[config.mk]
export PLATFORM = sky130hd
export DESIGN_NAME = vnu_pe
export DESIGN_NICKNAME = d
export VERILOG_FILES = /design/src/rtl/vnu_pe.sv
export SDC_FILE = /design/constraint.sdc
export NUM_CORES = 1
export LEC_CHECK = 0
export ABC_AREA = 1
export BUFFER_PORTS_ARGS = -buffer_cell sky130_fd_sc_hd__buf_2
export CORE_MARGIN = 2
export CORE_UTILIZATION = 35
export CTS_CLUSTER_DIAMETER = 60
export DETAILED_ROUTE_END_ITERATION = 10
export MAX_ROUTING_LAYER = met4
export PLACE_DENSITY = 0.49
export SKIP_CTS_REPAIR_TIMING = 1
export SYNTH_ARGS = -nofsm -noshare
export SYNTH_HDL_FRONTEND = slang
export SYNTH_SLANG_ARGS = --single-unit
[constraint.sdc]
create_clock -name clk -period 3.6 [get_ports clk]
set_clock_uncertainty 0.05 [all_clocks]
set_input_delay 0.36 -clock clk [delete_from_list [all_inputs] [get_ports clk]]
set_output_delay 0.36 -clock clk [all_outputs]
set_load 0.05 [all_outputs]
[src/rtl/vnu_pe.sv]
// ---------------------------------------------------------------------------
// vnu_pe : variable node processing element for a regular (3,6) LDPC decoder
//          (min-sum / phi flavour). Counterpart of the check node unit.
//
// For each variable node it takes the three check-to-variable messages and
// the stored channel LLR. It forms the posterior sum and the hard decision,
// then returns three extrinsic variable-to-check messages in the 6-bit
// {hard, sign, mag[3:0]} format that the check node unit consumes.
//
// Pipeline (both stages advance only when en=1):
//   stage 1 : message conversion, channel select, posterior total
//   stage 2 : extrinsic e_i = total - m_i, sign/magnitude, saturation, phi
//
// Ports:
//   clk        rising-edge clock
//   rst_n      synchronous active-low reset (priority over en and ch_load)
//   en         pipeline advance enable (channel register ignores it)
//   ch_load    capture ch_llr into the channel register
//   ch_llr     channel LLR, 6-bit two's complement
//   in_valid   Y[0:2] valid this cycle
//   Y[0:2]     check messages {sign, mag[3:0]}
//   X[0:2]     extrinsic messages {hard, sign, mag[3:0]}
//   out_valid  X / hard_bit valid
//   hard_bit   posterior hard decision (1 = total < 0)
//   iter_cnt   completed iterations of the current codeword
//   iter_last  iter_cnt == MAX_ITER-1
// ---------------------------------------------------------------------------
module vnu_pe #(
    parameter int USE_PHI  = 1,
    parameter int MAX_ITER = 10
) (
    input  logic       clk,
    input  logic       rst_n,
    input  logic       en,
    input  logic       ch_load,
    input  logic [5:0] ch_llr,
    input  logic       in_valid,
    input  logic [4:0] Y [0:2],
    output logic [5:0] X [0:2],
    output logic       out_valid,
    output logic       hard_bit,
    output logic [7:0] iter_cnt,
    output logic       iter_last
);

    localparam logic [7:0] LAST_ITER = 8'(MAX_ITER - 1);

    // Quantised phi(x) = -ln(tanh(x/2)), input and output LSB = 0.25,
    // rounded to nearest and saturated to 15 (phi(0) is infinite).
    function automatic logic [3:0] phi_lut(input logic [3:0] m);
        logic [3:0] r;
        case (m)
            4'd0:    r = 4'd15;
            4'd1:    r = 4'd8;
            4'd2:    r = 4'd6;
            4'd3:    r = 4'd4;
            4'd4:    r = 4'd3;
            4'd5:    r = 4'd2;
            4'd6:    r = 4'd2;
            4'd7:    r = 4'd1;
            4'd8:    r = 4'd1;
            4'd9:    r = 4'd1;
            4'd10:   r = 4'd1;
            4'd11:   r = 4'd1;
            default: r = 4'd0;
        endcase
        return r;
    endfunction

    // ---------------------------------------------------------------------
    // Declarations
    // ---------------------------------------------------------------------
    logic signed [5:0] r_ch;
    logic signed [5:0] w_c;
    logic signed [5:0] w_m     [0:2];
    logic signed [7:0] w_total;

    logic signed [5:0] r_m     [0:2];
    logic signed [7:0] r_total;
    logic              r_v1;

    logic signed [7:0] w_e     [0:2];
    logic        [7:0] w_abs   [0:2];
    logic        [3:0] w_sat   [0:2];
    logic        [3:0] w_omag  [0:2];
    logic              w_hard;

    logic        [5:0] r_x     [0:2];
    logic              r_hard;
    logic              r_out_valid;
    logic        [7:0] r_iter;

    // ---------------------------------------------------------------------
    // Stage-1 combinational: channel select and message conversion
    // ---------------------------------------------------------------------
    // A channel value loaded in the same cycle is used straight away.
    assign w_c = ch_load ? $signed(ch_llr) : r_ch;

    genvar gi;
    generate
        for (gi = 0; gi < 3; gi++) begin : g_conv
            // Negating a zero magnitude yields zero, so sign=1/mag=0
            // naturally collapses to 0.
            assign w_m[gi] = Y[gi][4] ? -$signed({2'b00, Y[gi][3:0]})
                                      :  $signed({2'b00, Y[gi][3:0]});
        end
    endgenerate

    // Worst case |total| = 32 + 3*15 = 77, so 8 bits never overflow.
    assign w_total = {{2{w_c[5]}},    w_c}
                   + {{2{w_m[0][5]}}, w_m[0]}
                   + {{2{w_m[1][5]}}, w_m[1]}
                   + {{2{w_m[2][5]}}, w_m[2]};

    // ---------------------------------------------------------------------
    // Stage-2 combinational: extrinsic values
    // ---------------------------------------------------------------------
    generate
        for (gi = 0; gi < 3; gi++) begin : g_extr
            assign w_e[gi]    = r_total - {{2{r_m[gi][5]}}, r_m[gi]};
            assign w_abs[gi]  = w_e[gi][7] ? -w_e[gi] : w_e[gi];
            assign w_sat[gi]  = (w_abs[gi] > 8'd15) ? 4'd15 : w_abs[gi][3:0];
            assign w_omag[gi] = (USE_PHI != 0) ? phi_lut(w_sat[gi]) : w_sat[gi];
            assign X[gi]      = r_x[gi];
        end
    endgenerate

    // Zero counts as positive.
    assign w_hard = r_total[7];

    // ---------------------------------------------------------------------
    // Channel register: follows ch_load regardless of en
    // ---------------------------------------------------------------------
    always_ff @(posedge clk) begin
        if (!rst_n) begin
            r_ch <= '0;
        end else if (ch_load) begin
            r_ch <= $signed(ch_llr);
        end
    end

    // ---------------------------------------------------------------------
    // Pipeline registers
    // ---------------------------------------------------------------------
    always_ff @(posedge clk) begin
        if (!rst_n) begin
            for (int i = 0; i < 3; i++) begin
                r_m[i] <= '0;
                r_x[i] <= '0;
            end
            r_total     <= '0;
            r_v1        <= 1'b0;
            r_hard      <= 1'b0;
            r_out_valid <= 1'b0;
        end else if (en) begin
            // stage 1: data registers update even for bubbles
            for (int i = 0; i < 3; i++) begin
                r_m[i] <= w_m[i];
            end
            r_total <= w_total;
            r_v1    <= in_valid;
            // stage 2
            for (int i = 0; i < 3; i++) begin
                r_x[i] <= {w_hard, w_e[i][7], w_omag[i]};
            end
            r_hard      <= w_hard;
            r_out_valid <= r_v1;
        end
    end

    // ---------------------------------------------------------------------
    // Iteration counter: a fresh channel load starts a new codeword and
    // wins over a simultaneous output-driven increment.
    // ---------------------------------------------------------------------
    always_ff @(posedge clk) begin
        if (!rst_n) begin
            r_iter <= '0;
        end else if (ch_load) begin
            r_iter <= '0;
        end else if (en && r_v1) begin
            r_iter <= (r_iter == LAST_ITER) ? 8'd0 : r_iter + 8'd1;
        end
    end

    assign out_valid = r_out_valid;
    assign hard_bit  = r_hard;
    assign iter_cnt  = r_iter;
    assign iter_last = (r_iter == LAST_ITER);

endmodule

==> key figures, run 1 <==
Outcome
  • Status: finished, final reports clean

Global routing
  • Vias in the first global route: 4,023
  • Largest net degree at the start of global routing: 46
  • Grt ovf: 0
  • Total GRT Usage: 16.2%
  • Initial antenna violation count: 0
  • Global-route wire length before repair: 18,400 um

Die
  • DIE HEIGHT: 123 um
  • Core area: 13,800 um^2
  • Die area: 15,100 um^2
  • Starting Density: 35.7%
  • IO Pins: 55
  • Die span in x: 123 um
  • FP Rows: 43

Worst setup path
  • CP startpoint kind: register
  • Setup crit end kind: register
  • Slowest cell on the critical path: fa_1
  • RR Endpoint: r_x[0][6]
  • Crit Path Class: register to register
  • Worst reg2reg setup slack: 0.34 ns
  • CP max FO: 4
  • CP Cell Sequence: inv_1 -> ha_1 -> inv_1 -> fa_1 -> inv_1 -> ha_1 -> inv_1 -> nor2_1 -> nand3_2 -> nor2_1 -> nand2_1 -> nand2_1 -> nand2_1 -> nand2_2 -> nand3_4 -> nor2_1 -> inv_1 -> ha_1 -> inv_1 -> nor2_1 -> nor2_1 -> nor2_1
  • Worst r2r path cells: 22
  • R2R Path Start: r_total[0]
  • Slowest stage delay, CP: 0.46 ns
  • Worst setup path endpoint: r_x[0][6]
  • Crit path arrival time: 3.30 ns
  • CP delay by family, top: simple AND/OR/NAND/NOR gates
  • Crit. path cell count: 22
  • CP required: 3.64 ns
  • Worst path bufs/invs: 6
  • Worst Setup SP: r_total[0]

Timing
  • Fmax: 307 MHz
  • Number of max-slew violations in the final report: 0
  • Slew Limit Headroom: 31.2%
  • Final count of hold timing violations: 0
  • Hold WS: 0.195 ns
  • Minimum clock period after layout: 3.26 ns
  • Setup violations, final: 0
  • Fin crit share: 90.5%
  • Setup repair after global routing missed its margin: false
  • Worst slew pin tran: 1.03 ns

Placed design
  • Final GP Congestion: 0.880
  • HPWL after DPL: 8870 um
  • Inst Count DP: 911
  • Port Buffers: 54

Pwr
  • Share of power burned in registers: 20.4%
  • P_leak: 2.97 nW
  • Comb power frac: 58.6%
  • Sw power: 2.04 mW
  • Peak VDD IR: 0.210 mV
  • Internal power: 2.20 mW
  • Power Dens Cells: 734 nW/um^2
  • Sw frac: 48.2%
  • Clk network pwr share: 21.0%

Clocking
  • Clock-pin transition on the worst setup and hold timing paths: 0.07 ns
  • Later-pin clock latency in the skew report: 0.35 ns
  • Clock Sinks: 59
  • CTS tree: done
  • Maximum buffer depth of the clock tree: 2
  • Cts bufs inserted: 9
  • Root Driver: clkbuf_16
  • # H-tree levels: 3

Run
  • Max-cap viol count: 0

Synth
  • Seq cells post-synth: 59
  • Area share of the largest cell type after synthesis: 20.7%
  • Synthesized area: 4930 um^2
  • Mapped Nets: 758
  • Synth unique cells: 39
  • Sequential cell area fraction in the yosys report: 30.9%
  • Synth top cells by count: 151 x nand2_1, 124 x inv_1, 64 x nor2_1, 50 x nand3_1, 42 x ha_1
  • Ranking of synthesized cells by area: edfxtp_1 21%, nand2_1 11%, ha_1 11%, dfxtp_1 10%, inv_1 9.4%
  • Post-Syn Area per Cell: 7.32 um^2
  • Yosys top cell by area: edfxtp_1
  • Synth Warn #: 0
  • Post-Syn Instances: 674
  • FFs w/ async S/R, synth: 0%
  • Primary FF master, synth: edfxtp_1
  • Count leader, synth: nand2_1
  • Number of synthesized flops with an enable pin: 34

Worst hold path
  • Hold Crit Start: in_valid
  • Hold Crit Class: primary input to register

Detailed routing
  • Remaining antenna violation count: 0
  • Avg WL per Cell: 11.9 um
  • Initial DRC count: 175
  • Via Count: 4,222
  • DRC: 0
  • Final WL: 11,000 um
  • First-pass DRT Iterations: 5
  • Vias/cell: 4.55

Finish
  • Ant. Diodes: 0
  • Area grow syn2layout: 17.0%
  • Fin nets: 826
  • Non-filler cells, final: 927
  • Layout cells sized above 1: 15.7%
## per-layer routing
| layer | vias to the layer above | share of wire [%] | track usage [%] |
|---|---|---|---|
| li1 | 2286 | - | - |
| met1 | 1853 | 50 | 20.3 |
| met2 | 70 | 45 | 26.3 |
| met5 | - | 0 | - |
| met4 | 0 | 1.5 | 5.82 |
| met3 | 13 | 3.3 | 2.93 |
## worst min-delay path, delay by kind of cell
family / cells / cell delay [ns]
compound gates: 1 / 0.06
simple gates: 1 / 0.04
buf+inv: 1 / 0.09
## registers in the layout, indices dropped and copies added, names as in the netlist
name / count
r_m: 18
r_x: 16
iter_cnt: 8
r_total: 8
r_ch: 6
hard_bit: 1
out_valid: 1
r_v1: 1
## worst min-delay path by stage
stage,endpoint,slack (ns),depth (start not counted)
2_1_floorplan,r_v1,0.40,2
3_3_place_gp,hard_bit,0.40,2
3_5_place_dp,out_valid,0.41,2
4_1_cts,r_v1,0.19,3
5_1_grt,r_v1,0.22,3
6_report,r_v1,0.19,3
## layout by cell type (no fill, tap or decap), types with 4 or more instances in the layout
cell	n
a21oi_2	4
nand2_1	151
xor2_1	6
inv_2	7
nor3_1	11
edfxtp_1	34
inv_1	124
o21ai_0	20
xnor2_1	7
buf_2	54
fa_1	16
buf_4	11
a21oi_1	40
nand4_1	9
nor2_1	64
clkbuf_16	10
o22ai_1	6
and2_1	6
ha_1	42
nor2_2	5
nand2_2	8
dfxtp_1	25
nand3_1	50
nand3_2	4
## power by group through the flow
stage          sequential, mW  combinational [mW]  clock (mW)
6_report                0.866                2.48       0.888
5_1_grt                 0.877                2.88       0.927
4_1_cts                 0.871                2.50       0.907
3_5_place_dp            0.885                2.49           0
3_3_place_gp            0.884                2.43           0
2_1_floorplan           0.955                1.96           0
## per-stage QoR
stage / power [mW] / instance area, um^2 / worst slack, ns / util (%) / setup TNS [ns]
after floorplan: 2.91 / 4930 / 0.229 / - / 0
after global placement: 3.32 / 5460 / 0.0255 / 39.5 / 0
after detailed placement: 3.38 / 5460 / -0.0312 / 39.5 / -0.0312
after CTS: 4.28 / 5770 / 0.327 / 41.7 / 0
after global routing: 4.68 / 5770 / 0.0304 / 41.7 / 0
final: 4.24 / 5770 / 0.342 / 41.7 / 0
## layout make-up
type                    count  area, um^2
well taps                 180         225
multi-input cells         475        2870
clock buffers              11         264
repair buffers             65         353
flip-flops and latches     59        1520
fillers                  1411        8060
clock inverters             5        38.8
inverters                 132         495
## kinds of logic (layout without fill, tap and decap cells)
logic type / count (synthesis) / count (layout) / share of synthesized area, %
simple gates: 326 / 326 / 29.9
buf+inv: 140 / 213 / 11.0
compound gates: 75 / 75 / 8.25
flops: 59 / 59 / 30.9
fa+ha+maj: 58 / 58 / 17.2
xor+xnor: 13 / 13 / 2.31
mux: 3 / 3 / 0.609
Note: power is estimated with default switching activity, not from simulation.
==> run 2: changes to the inputs <==
--- a/config.mk
+++ b/config.mk
@@ -7,12 +7,11 @@
 export LEC_CHECK = 0
 export ABC_AREA = 1
 export BUFFER_PORTS_ARGS = -buffer_cell sky130_fd_sc_hd__buf_2
-export CORE_MARGIN = 2
 export CORE_UTILIZATION = 35
 export CTS_CLUSTER_DIAMETER = 60
 export DETAILED_ROUTE_END_ITERATION = 10
 export MAX_ROUTING_LAYER = met4
-export PLACE_DENSITY = 0.49
+export PLACE_DENSITY_LB_ADDON = 0.1
 export SKIP_CTS_REPAIR_TIMING = 1
 export SYNTH_ARGS = -nofsm -noshare
 export SYNTH_HDL_FRONTEND = slang
==> run 2 against run 1 <==
  * Power is 0.34% lower
  * Clock power is 1% higher
  * Combinational power hardly changed
  * Wire length is 1.7% lower
  * Fmax is 0.80% lower
  * First-iteration DRC count stayed put
  * Die area is 3.2% lower
==> key figures, run 2 (synthesis results as in run 1) <==
Outcome
  • Status: finished, final reports clean (unchanged)

Global routing
  • Grt ovf: 0 (unchanged)
  • Global-route wire length before repair: 18,500 um (was 18,400 um)
  • Vias in the first global route: 3,962 (was 4,023)
  • Largest net degree at the start of global routing: 46 (unchanged)
  • Total GRT Usage: 16.6% (was 16.2%)
  • Initial antenna violation count: 0 (unchanged)

Detailed routing
  • DRC: 0 (unchanged)
  • Initial DRC count: 175 (unchanged)
  • Final WL: 10,800 um (was 11,000 um)
  • Vias/cell: 4.53 (was 4.55)
  • Remaining antenna violation count: 0 (unchanged)
  • First-pass DRT Iterations: 5 (unchanged)
  • Avg WL per Cell: 11.8 um (was 11.9 um)
  • Via Count: 4,178 (was 4,222)

Timing
  • Fin worst setup slack: 0.316 ns (was 0.342 ns)
  • Final count of hold timing violations: 0 (unchanged)
  • Setup violations, final: 0 (unchanged)
  • Number of max-slew violations in the final report: 0 (unchanged)
  • Fmax: 305 MHz (was 307 MHz)
  • Fin crit share: 91.2% (was 90.5%)
  • Slew Limit Headroom: 30.8% (was 31.2%)
  • Worst slew pin tran: 1.04 ns (was 1.03 ns)
  • Setup repair after global routing missed its margin: false (unchanged)
  • Minimum clock period after layout: 3.28 ns (was 3.26 ns)
  • Final setup TNS: 0 ns (unchanged)

Worst setup path
  • Worst r2r path cells: 22 (unchanged)
  • RR Endpoint: r_x[0][6] (unchanged)
  • Slowest stage delay, CP: 0.52 ns (was 0.46 ns)
  • CP max FO: 3 (was 4)
  • Worst path bufs/invs: 6 (unchanged)
  • CP delay by family, top: adder cells (was simple AND/OR/NAND/NOR gates)
  • Slowest cell on the critical path: fa_1 (unchanged)
  • Crit. path cell count: 21 (was 22)
  • R2R Path Start: r_total[0] (unchanged)
  • CP Cell Sequence: buf_2 -> inv_1 -> ha_1 -> o21ai_0 -> a21oi_1 -> a21oi_1 -> fa_1 -> inv_1 -> fa_1 -> inv_1 -> fa_1 -> inv_1 -> a21oi_1 -> o21ai_1 -> nand2_1 -> inv_1 -> nor2_1 -> nor2_1 -> nor2_1 -> nor2_1 -> o22ai_1 (was inv_1 -> ha_1 -> inv_1 -> fa_1 -> inv_1 -> ha_1 -> inv_1 -> nor2_1 -> nand3_2 -> nor2_1 -> nand2_1 -> nand2_1 -> nand2_1 -> nand2_2 -> nand3_4 -> nor2_1 -> inv_1 -> ha_1 -> inv_1 -> nor2_1 -> nor2_1 -> nor2_1)
  • Worst path most repeated cell: inv_1
  • Crit path arrival time: 3.41 ns (was 3.30 ns)
  • Setup crit end kind: register (unchanged)
  • Worst reg2reg setup slack: 0.37 ns (was 0.34 ns)
  • CP startpoint kind: primary input (was register)
  • Crit Path Class: primary input to register (was register to register)
  • CP required: 3.73 ns (was 3.64 ns)

Finish
  • Largest Register: r_m (unchanged)
  • Ant. Diodes: 0 (unchanged)
  • Layout cells sized above 1: 15.0% (was 15.7%)
  • Max reg flops: 18 (unchanged)
  • Final core occ: 41.5% (was 41.7%)
  • Largest regs: r_m x18, r_x x16 (unchanged)
  • Non-filler cells, final: 922 (was 927)
  • Fin nets: 821 (was 826)
  • Commonest non-fill, non-tap cells in the layout: 151 x nand2_1, 124 x inv_1, 64 x nor2_1 (unchanged)
  • Commonest non-fill, non-tap cell in the layout: nand2_1 (unchanged)
  • Final Instance Area: 5740 um^2 (was 5770 um^2)
  • Area grow syn2layout: 16.4% (was 17.0%)

Die
  • FP Rows: 43 (unchanged)
  • IO Pins: 55 (unchanged)
  • Die area: 14,600 um^2 (was 15,100 um^2)
  • Core area: 13,800 um^2 (unchanged)
  • DIE HEIGHT: 121 um (was 123 um)
  • Starting Density: 35.7% (unchanged)
  • Die span in x: 121 um (was 123 um)

Clocking
  • Clock-pin transition on the worst setup and hold timing paths: 0.05 ns (was 0.07 ns)
  • CTS tree: done (unchanged)
  • Maximum buffer depth of the clock tree: 2 (unchanged)
  • Root Driver: clkbuf_16 (unchanged)
  • Clock Sinks: 59 (unchanged)
  • # H-tree levels: 3 (unchanged)
  • Cts bufs inserted: 9 (unchanged)
  • Later-pin clock latency in the skew report: 0.34 ns (was 0.35 ns)

Pwr
  • Clk network pwr share: 21.3% (was 21.0%)
  • Sw power: 1.99 mW (was 2.04 mW)
  • Internal power: 2.23 mW (was 2.20 mW)
  • Share of power burned in registers: 20.5% (was 20.4%)
  • Comb power frac: 58.2% (was 58.6%)
  • Power Dens Cells: 736 nW/um^2 (was 734 nW/um^2)
  • Peak VDD IR: 0.222 mV (was 0.210 mV)
  • Sw frac: 47.2% (was 48.2%)
  • P_leak: 2.95 nW (was 2.97 nW)

Placed design
  • Worst slack, placed: -0.0914 ns (was -0.0312 ns)
  • Placed Area: 5430 um^2 (was 5460 um^2)
  • Port Buffers: 54 (unchanged)
  • HPWL after DPL: 8620 um (was 8870 um)
  • Inst Count DP: 906 (was 911)
  • Final GP Congestion: 0.788 (was 0.880)

Worst hold path
  • Hold Crit Class: primary input to register (unchanged)
  • Hold Crit Start: in_valid (unchanged)
  • Min-Delay Path Depth: 3 (unchanged)
  • Worst Hold End: r_v1 (unchanged)

Run
  • Max-cap viol count: 0 (unchanged)
-- run 2: changes by cell type in the layout (fill, tap and decap cells not counted) --
cell / change
buf_4: -5
bufinv_16: +1
clkbuf_1: +1
clkbuf_8: -1
clkinv_2: +1
clkinv_4: +2
inv_4: -1
inv_6: -3
o21ai_0: -1
o21ai_1: +1
-- run 2: worst max-delay path by stage --
| stage | startpoint | end | slack (ns) |
|---|---|---|---|
| floorplan | ch_load | r_total[7] | 0.23 |
| global route | Y[5] | r_total[7] | 0.04 |
| detailed placement | Y[5] | r_total[7] | -0.09 |
| global placement | Y[5] | r_total[7] | -0.04 |
| finish | Y[5] | r_total[7] | 0.32 |
| CTS | Y[5] | r_total[7] | 0.26 |
-- run 2: final cells by class --
cell class                 count  area, um^2
clock buffer                  11         254
timing repair buffer          60         315
inverter                     132         495
sequential                    59        1520
tap                          180         225
fill                        1419        8090
clock inverter                 5        58.8
multi-input combinational    475        2870
-- run 2: worst min-delay path, cell delays in order --
cell and delay [ns]:
buf_2 0.09, nand2_1 0.04, o21ai_0 0.05
-- run 2: through the flow --
stage          total power, mW  hold WS [ns]
2_1_floorplan             2.91         0.395
3_3_place_gp              3.30         0.401
3_5_place_dp              3.35         0.410
4_1_cts                   4.27         0.181
5_1_grt                   4.68         0.207
6_report                  4.22         0.190
-- run 2: metal layers --
metal / vias to the layer above / wire length [um] / track usage, %
li1: 2280 / - / -
met1: 1824 / 5360 / 20.8
met2: 65 / 4950 / 26.9
met3: 9 / 412 / 3.68
met4: 0 / 111 / 5.09
met5: - / 0 / -
-- run 2: power by group through the flow --
stage,Clock (mW),Sequential (mW),Combinational [mW]
after floorplan,0,0.955,1.96
after global placement,0,0.885,2.42
after detailed placement,0,0.887,2.46
after CTS,0.927,0.873,2.47
after global routing,0.949,0.878,2.85
final,0.899,0.867,2.45
